### src/rtl/multicycle_ctrl.sv
// ----------------------------------------------------------------------------
// multicycle_ctrl
//
// Control FSM for a multicycle datapath. Sequences each instruction through
// fetch, decode, execute, memory and write-back. It also keeps a count of
// retired instructions, a halt flag and a sticky illegal-opcode flag. No data
// passes through this block. It only reads the decoded opcode and the ALU
// equality flag.
//
// Ports
//   clk          system clock, all state on rising edge
//   rst_n        asynchronous active-low reset
//   run          1 = keep fetching; 0 = finish current instruction, then idle
//   opcode       decoded opcode from the instruction decoder
//   alu_zero     ALU equality flag, consulted in BRANCH
//   sel_ins      IorD select (0 = PC)
//   ir_write     instruction-register load enable
//   pc_write     PC load enable
//   pc_src       PC mux: 00 PC+1, 01 ALU, 10 jump addr, 11 latched ALUout
//   alu_src_a    ALU A mux: 0 = PC, 1 = reg A
//   alu_src_b    ALU B mux: 00 reg B, 01 const 1, 10 sign-extended imm
//   reg_write    register-file write enable
//   reg_dst      write register: 0 = Rt, 1 = Rd
//   mem_to_reg   write-back source: 0 = ALU, 1 = DMem
//   mem_write    data-memory write enable
//   beq_sel      0 = branch on equal, 1 = branch on not-equal
//   state        current state encoding (debug)
//   instr_count  retired-instruction counter, wraps
//   halted       FSM parked in HALT
//   illegal      sticky undefined-opcode flag
// ----------------------------------------------------------------------------
module multicycle_ctrl #(
   parameter int          CNT_W   = 16,
   parameter logic [5:0]  HALT_OP = 6'b111111
) (
   input  logic             clk,
   input  logic             rst_n,
   input  logic             run,
   input  logic [5:0]       opcode,
   input  logic             alu_zero,
   output logic             sel_ins,
   output logic             ir_write,
   output logic             pc_write,
   output logic [1:0]       pc_src,
   output logic             alu_src_a,
   output logic [1:0]       alu_src_b,
   output logic             reg_write,
   output logic             reg_dst,
   output logic             mem_to_reg,
   output logic             mem_write,
   output logic             beq_sel,
   output logic [3:0]       state,
   output logic [CNT_W-1:0] instr_count,
   output logic             halted,
   output logic             illegal
);

   typedef enum logic [3:0] {
      S_IDLE   = 4'd0,
      S_FETCH  = 4'd1,
      S_DECODE = 4'd2,
      S_EXEC_R = 4'd3,
      S_WB_R   = 4'd4,
      S_EXEC_I = 4'd5,
      S_WB_I   = 4'd6,
      S_MEM_RD = 4'd7,
      S_LW_WB  = 4'd8,
      S_MEM_WR = 4'd9,
      S_BRANCH = 4'd10,
      S_JUMP   = 4'd11,
      S_HALT   = 4'd12
   } state_t;

   typedef enum logic [2:0] {
      OP_R, OP_I, OP_LW, OP_SW, OP_BR, OP_J, OP_HALT, OP_ILL
   } op_class_t;

   state_t     cur_state;
   state_t     nxt_state;
   op_class_t  op_class;
   logic       retire;
   logic       set_illegal;

   // Opcode classification. HALT_OP is tested first so a parameter override
   // that lands inside another class still parks the FSM.
   always_comb begin
      if (opcode == HALT_OP)            op_class = OP_HALT;
      else if (opcode[5:4] == 2'b00)    op_class = OP_R;
      else if (opcode[5:4] == 2'b01)    op_class = OP_I;
      else begin
         case (opcode)
            6'b100001: op_class = OP_LW;
            6'b100010: op_class = OP_SW;
            6'b110000,
            6'b110001: op_class = OP_BR;
            6'b111000: op_class = OP_J;
            default:   op_class = OP_ILL;
         endcase
      end
   end

   // NOTE: every output of this block gets a default before the case, so no
   // path through it can leave a signal unassigned and infer a latch.
   always_comb begin
      nxt_state   = cur_state;
      retire      = 1'b0;
      set_illegal = 1'b0;
      sel_ins     = 1'b0;
      ir_write    = 1'b0;
      pc_write    = 1'b0;
      pc_src      = 2'b00;
      alu_src_a   = 1'b0;
      alu_src_b   = 2'b00;
      reg_write   = 1'b0;
      reg_dst     = 1'b0;
      mem_to_reg  = 1'b0;
      mem_write   = 1'b0;
      beq_sel     = 1'b0;

      case (cur_state)
         S_IDLE: begin
            if (run) nxt_state = S_FETCH;
         end
         S_FETCH: begin
            ir_write  = 1'b1;
            alu_src_b = 2'b01;
            pc_write  = 1'b1;
            nxt_state = S_DECODE;
         end
         S_DECODE: begin
            // PC+imm is computed here so BRANCH can load it from ALUout.
            alu_src_b = 2'b10;
            case (op_class)
               OP_R:    nxt_state = S_EXEC_R;
               OP_I:    nxt_state = S_EXEC_I;
               OP_LW:   nxt_state = S_MEM_RD;
               OP_SW:   nxt_state = S_MEM_WR;
               OP_BR:   nxt_state = S_BRANCH;
               OP_J:    nxt_state = S_JUMP;
               OP_HALT: nxt_state = S_HALT;
               default: begin
                  set_illegal = 1'b1;
                  nxt_state   = run ? S_FETCH : S_IDLE;
               end
            endcase
         end
         S_EXEC_R: begin
            alu_src_a = 1'b1;
            nxt_state = S_WB_R;
         end
         S_WB_R: begin
            reg_dst   = 1'b1;
            reg_write = 1'b1;
            retire    = 1'b1;
         end
         S_EXEC_I: begin
            alu_src_a = 1'b1;
            alu_src_b = 2'b10;
            nxt_state = S_WB_I;
         end
         S_WB_I: begin
            reg_write = 1'b1;
            retire    = 1'b1;
         end
         S_MEM_RD: begin
            nxt_state = S_LW_WB;
         end
         S_LW_WB: begin
            mem_to_reg = 1'b1;
            reg_write  = 1'b1;
            retire     = 1'b1;
         end
         S_MEM_WR: begin
            mem_write = 1'b1;
            retire    = 1'b1;
         end
         S_BRANCH: begin
            alu_src_a = 1'b1;
            beq_sel   = opcode[0];
            pc_src    = 2'b11;
            // The only Mealy output: taken/not-taken follows alu_zero live.
            pc_write  = alu_zero ^ opcode[0];
            retire    = 1'b1;
         end
         S_JUMP: begin
            pc_src    = 2'b10;
            pc_write  = 1'b1;
            retire    = 1'b1;
         end
         S_HALT: begin
            nxt_state = S_HALT;
         end
         default: nxt_state = S_IDLE;
      endcase

      if (retire) nxt_state = run ? S_FETCH : S_IDLE;
   end

   // NOTE: state registers use non-blocking assignments so every flop samples
   // the pre-edge values, independent of block evaluation order.
   always_ff @(posedge clk or negedge rst_n) begin
      if (!rst_n) begin
         cur_state   <= S_IDLE;
         instr_count <= '0;
         illegal     <= 1'b0;
      end else begin
         cur_state <= nxt_state;
         if (retire)      instr_count <= instr_count + CNT_W'(1);
         if (set_illegal) illegal     <= 1'b1;
      end
   end

   assign state  = cur_state;
   assign halted = (cur_state == S_HALT);

endmodule

### config.mk
export PLATFORM = sky130hd
export DESIGN_NAME = multicycle_ctrl
export DESIGN_NICKNAME = d
export VERILOG_FILES = /design/src/rtl/multicycle_ctrl.sv
export SDC_FILE = /design/constraint.sdc
export NUM_CORES = 1
export LEC_CHECK = 0
export BUFFER_PORTS_ARGS = -buffer_cell sky130_fd_sc_hd__buf_2
export CORE_ASPECT_RATIO = 0.5
export CORE_MARGIN = 2
export CORE_UTILIZATION = 40
export DETAILED_ROUTE_END_ITERATION = 7
export PLACE_DENSITY = 0.7
export REMOVE_ABC_BUFFERS = 1
export SYNTH_ARGS = -nofsm -noshare
export SYNTH_HDL_FRONTEND = slang
export SYNTH_SLANG_ARGS = --single-unit
### constraint.sdc
create_clock -name clk -period 3.1 [get_ports clk]
set_clock_uncertainty 0.2 [all_clocks]
set_input_delay 0.465 -clock clk [delete_from_list [all_inputs] [get_ports clk]]
set_output_delay 0.465 -clock clk [all_outputs]
set_load 0.05 [all_outputs]
==> metrics.yaml <==
critical_path:
  arrival_ps: 1780
  slowest_delay_ps: 650
  critPathMaxFanout: 17
  crit_family: "flip-flops"
  reg2reg_slack_ps: 1040
  path_cells: "nand2b_1 -> nor3_1 -> o21bai_1 -> buf_2"
  cp-start-kind: "flop"
  r2r-start: "state[3]"
  slowest_stage: "dfrtp_1"
  required_ps: 2430
  cp-end-kind: "output port"
  cp.buffers_inverters: 1
  r2r_cells: 5
  worstSetupPathType: "reg2out"
  reg2reg_to: "instr_count[14]"
clock_tree:
  root_buffer: "clkbuf_8"
  cts_buffer_depth: 2
  cts_buffers: 3
  clk_pin_slew_ps: 70
  clock_sinks: 21
  clock_latency_ps: 260
  cts_setup_buffers: 0
  cts_tree: "yes"
  cts_max_level: 1
global_route:
  grt_overflow: 0
  grt_max_degree: 22
  grt_pass1_vias: 945
  antenna_found_initial: 0
  grt_pass1_wl_um: 4150
  grt_usage: 0.143
route:
  drc: 0
  drtAntennaViolNets: 0
  drtIter0Drc: 79
  vias_per_cell: 4.97
  wirelength_um: 2530
  first_pass_iters: 4
  vias: 1099
  wl_per_cell_um: 11.5
place:
  dp_hpwl_um: 1920
  gp_congestion: 0.824
  port_buffers: 43
  place_area_um2: 1490
timing:
  hold_violations: 0
  fin_tns_setup_ps: 0
  fin_crit_sh: 0.787
  period_needed_ps: 2440
  rsz0062_at_grt: "false"
  fmaxAchievable_ghz: 0.410
  slew_violations: 0
  setup_viol: 0
  whs_ps: 262
cells_and_area:
  drive_gt1_frac: 0.304
  final_nets: 193
  diodes: 0
  fin_util: 0.513
  nFillCells: 293
  seq_area_um2: 526
  multi_input_area_um2: 681
  syn_to_final_growth_pct: 21.5
  final_area_um2: 1550
floorplanning:
  dieArea_um2: 3680
  initial_core_util: 0.422
  chipWidth_um: 83.8
  chipHeight_um: 43.9
  boundaryPins: 45
  num_rows: 14
  core-area_um2: 3010
hold_path:
  hold_class: "reg2reg"
  worstHoldEndpoint: "illegal"
  hold_path_depth: 1
  hp-start: "illegal"
power:
  p_comb_frac: 0.565
  power_frac_seq: 0.313
  netSwitchingFraction: 0.555
  p_switching_mw: 0.796
  power_density_nw_per_um2: 928
  power_mw: 1.44
  p_int_mw: 0.639
  vdd_drop_max_v: 0.000773
  pwr-share-clk: 0.122
  power.leakage_nw: 0.811
job:
  maxCapViolCount: 0
synthesis:
  synthDistinctLibCells: 38
  postSynthAreaPerCell_um2: 8.96
  ys.flop_type: "dfrtp_1"
  synth_common_cells: "dfrtp_1 (21), nor2_1 (17), nand2_1 (14), xnor2_1 (14)"
  synth_most_common_cell: "dfrtp_1"
  ys_ff_latch: 21
  synth_top_area_cell: "dfrtp_1"
  yosysWarnings: 0
  synthTopCellsByArea: "dfrtp_1 (41%), xnor2_1 (9.6%), nor2_1 (5.0%)"
  netlist_instances: 142
  synth_edf_count: 0
  netlist_area_um2: 1270
  synth_top_area_share: 0.413
  async_reset_ff_frac: 1.00
  seq_area_frac_synth: 0.413
outcome:
  status: "finished, final reports clean"
final cells by class:
type	instances	area share
clock inverters	1	0.00324
well taps	40	0.0324
clock buffers	3	0.0267
multi-input cells	107	0.440
flip-flops and latches	21	0.340
repair buffers	44	0.146
inverters	5	0.0121
worst register-to-register path, cell delays in order (launching register included):
cell      delay (ps)
dfrtp_1          530
nand2b_1         280
o21ai_2          280
and4_1           370
nand4_1          140
xnor2_1          150
state kept, by name (all words and copies together), names as in the netlist:
name and cells:
illegal 1, instr_count 16, state 4
what timing repair did:
action,CTS,global route
gates resized for setup,0,0
endpoints found under the hold margin,21,0
hold buffers,1,0
per-stage QoR:
step                      instances  setup WS, ps
after detailed placement        216           945
after global placement          216           991
after CTS                       221           641
after global routing            221           434
final                           221           660
after floorplan                 133         -1370
power groups by stage:
stage | logic, mW | registers (mW) | clock network, mW
CTS | 0.815 | 0.450 | 0.182
floorplan | 0.445 | 0.637 | 0
global placement | 0.810 | 0.452 | 0
finish | 0.811 | 0.449 | 0.175
global route | 0.862 | 0.468 | 0.194
detailed placement | 0.813 | 0.455 | 0
cell usage in the layout, fill, tap and decap left out, drive strengths merged, types with 4 or more instances in the layout:
cell type | Yosys | routed
and3 | 5 | 5
and4 | 4 | 4
buf | 7 | 43
dfrtp | 21 | 21
inv | 5 | 5
nand2 | 14 | 14
nand3 | 6 | 6
nor2 | 17 | 17
nor3 | 7 | 7
o21ai | 5 | 5
xnor2 | 14 | 14
xor2 | 4 | 4
cells by family after synthesis:
| logic type | Yosys count | share of synthesized area |
|---|---|---|
| AOI/OAI and AO/OA | 20 | 0.114 |
| xor gates and xnor gates | 18 | 0.124 |
| adders and majority gates | 1 | 0.00983 |
| buffers and inverters | 14 | 0.0521 |
| DFF | 21 | 0.413 |
| muxes | 2 | 0.0167 |
| other | 1 | 0.00295 |
| and+or+nand+nor | 65 | 0.267 |
worst max-delay path by stage:
stage | start | slack (ps) | end | cells after the start
after floorplan | state[0] | -1370 | pc_write | 3
after global routing | state[0] | 430 | pc_write | 4
after CTS | state[0] | 640 | pc_write | 4
after detailed placement | state[0] | 950 | pc_write | 4
final | state[0] | 660 | pc_write | 4
after global placement | state[0] | 990 | pc_write | 4
per-layer routing:
metal	part of all wire	global-route usage	routed length (um)	vias up
li1	-	-	-	571
met1	0.48	0.178	1210	495
met2	0.46	0.253	1170	29
met3	0.048	0.0381	121	4
met4	0.011	0.0387	29	0
met5	0	0	0	-
No activity file was read; power rests on OpenSTA's default activity.
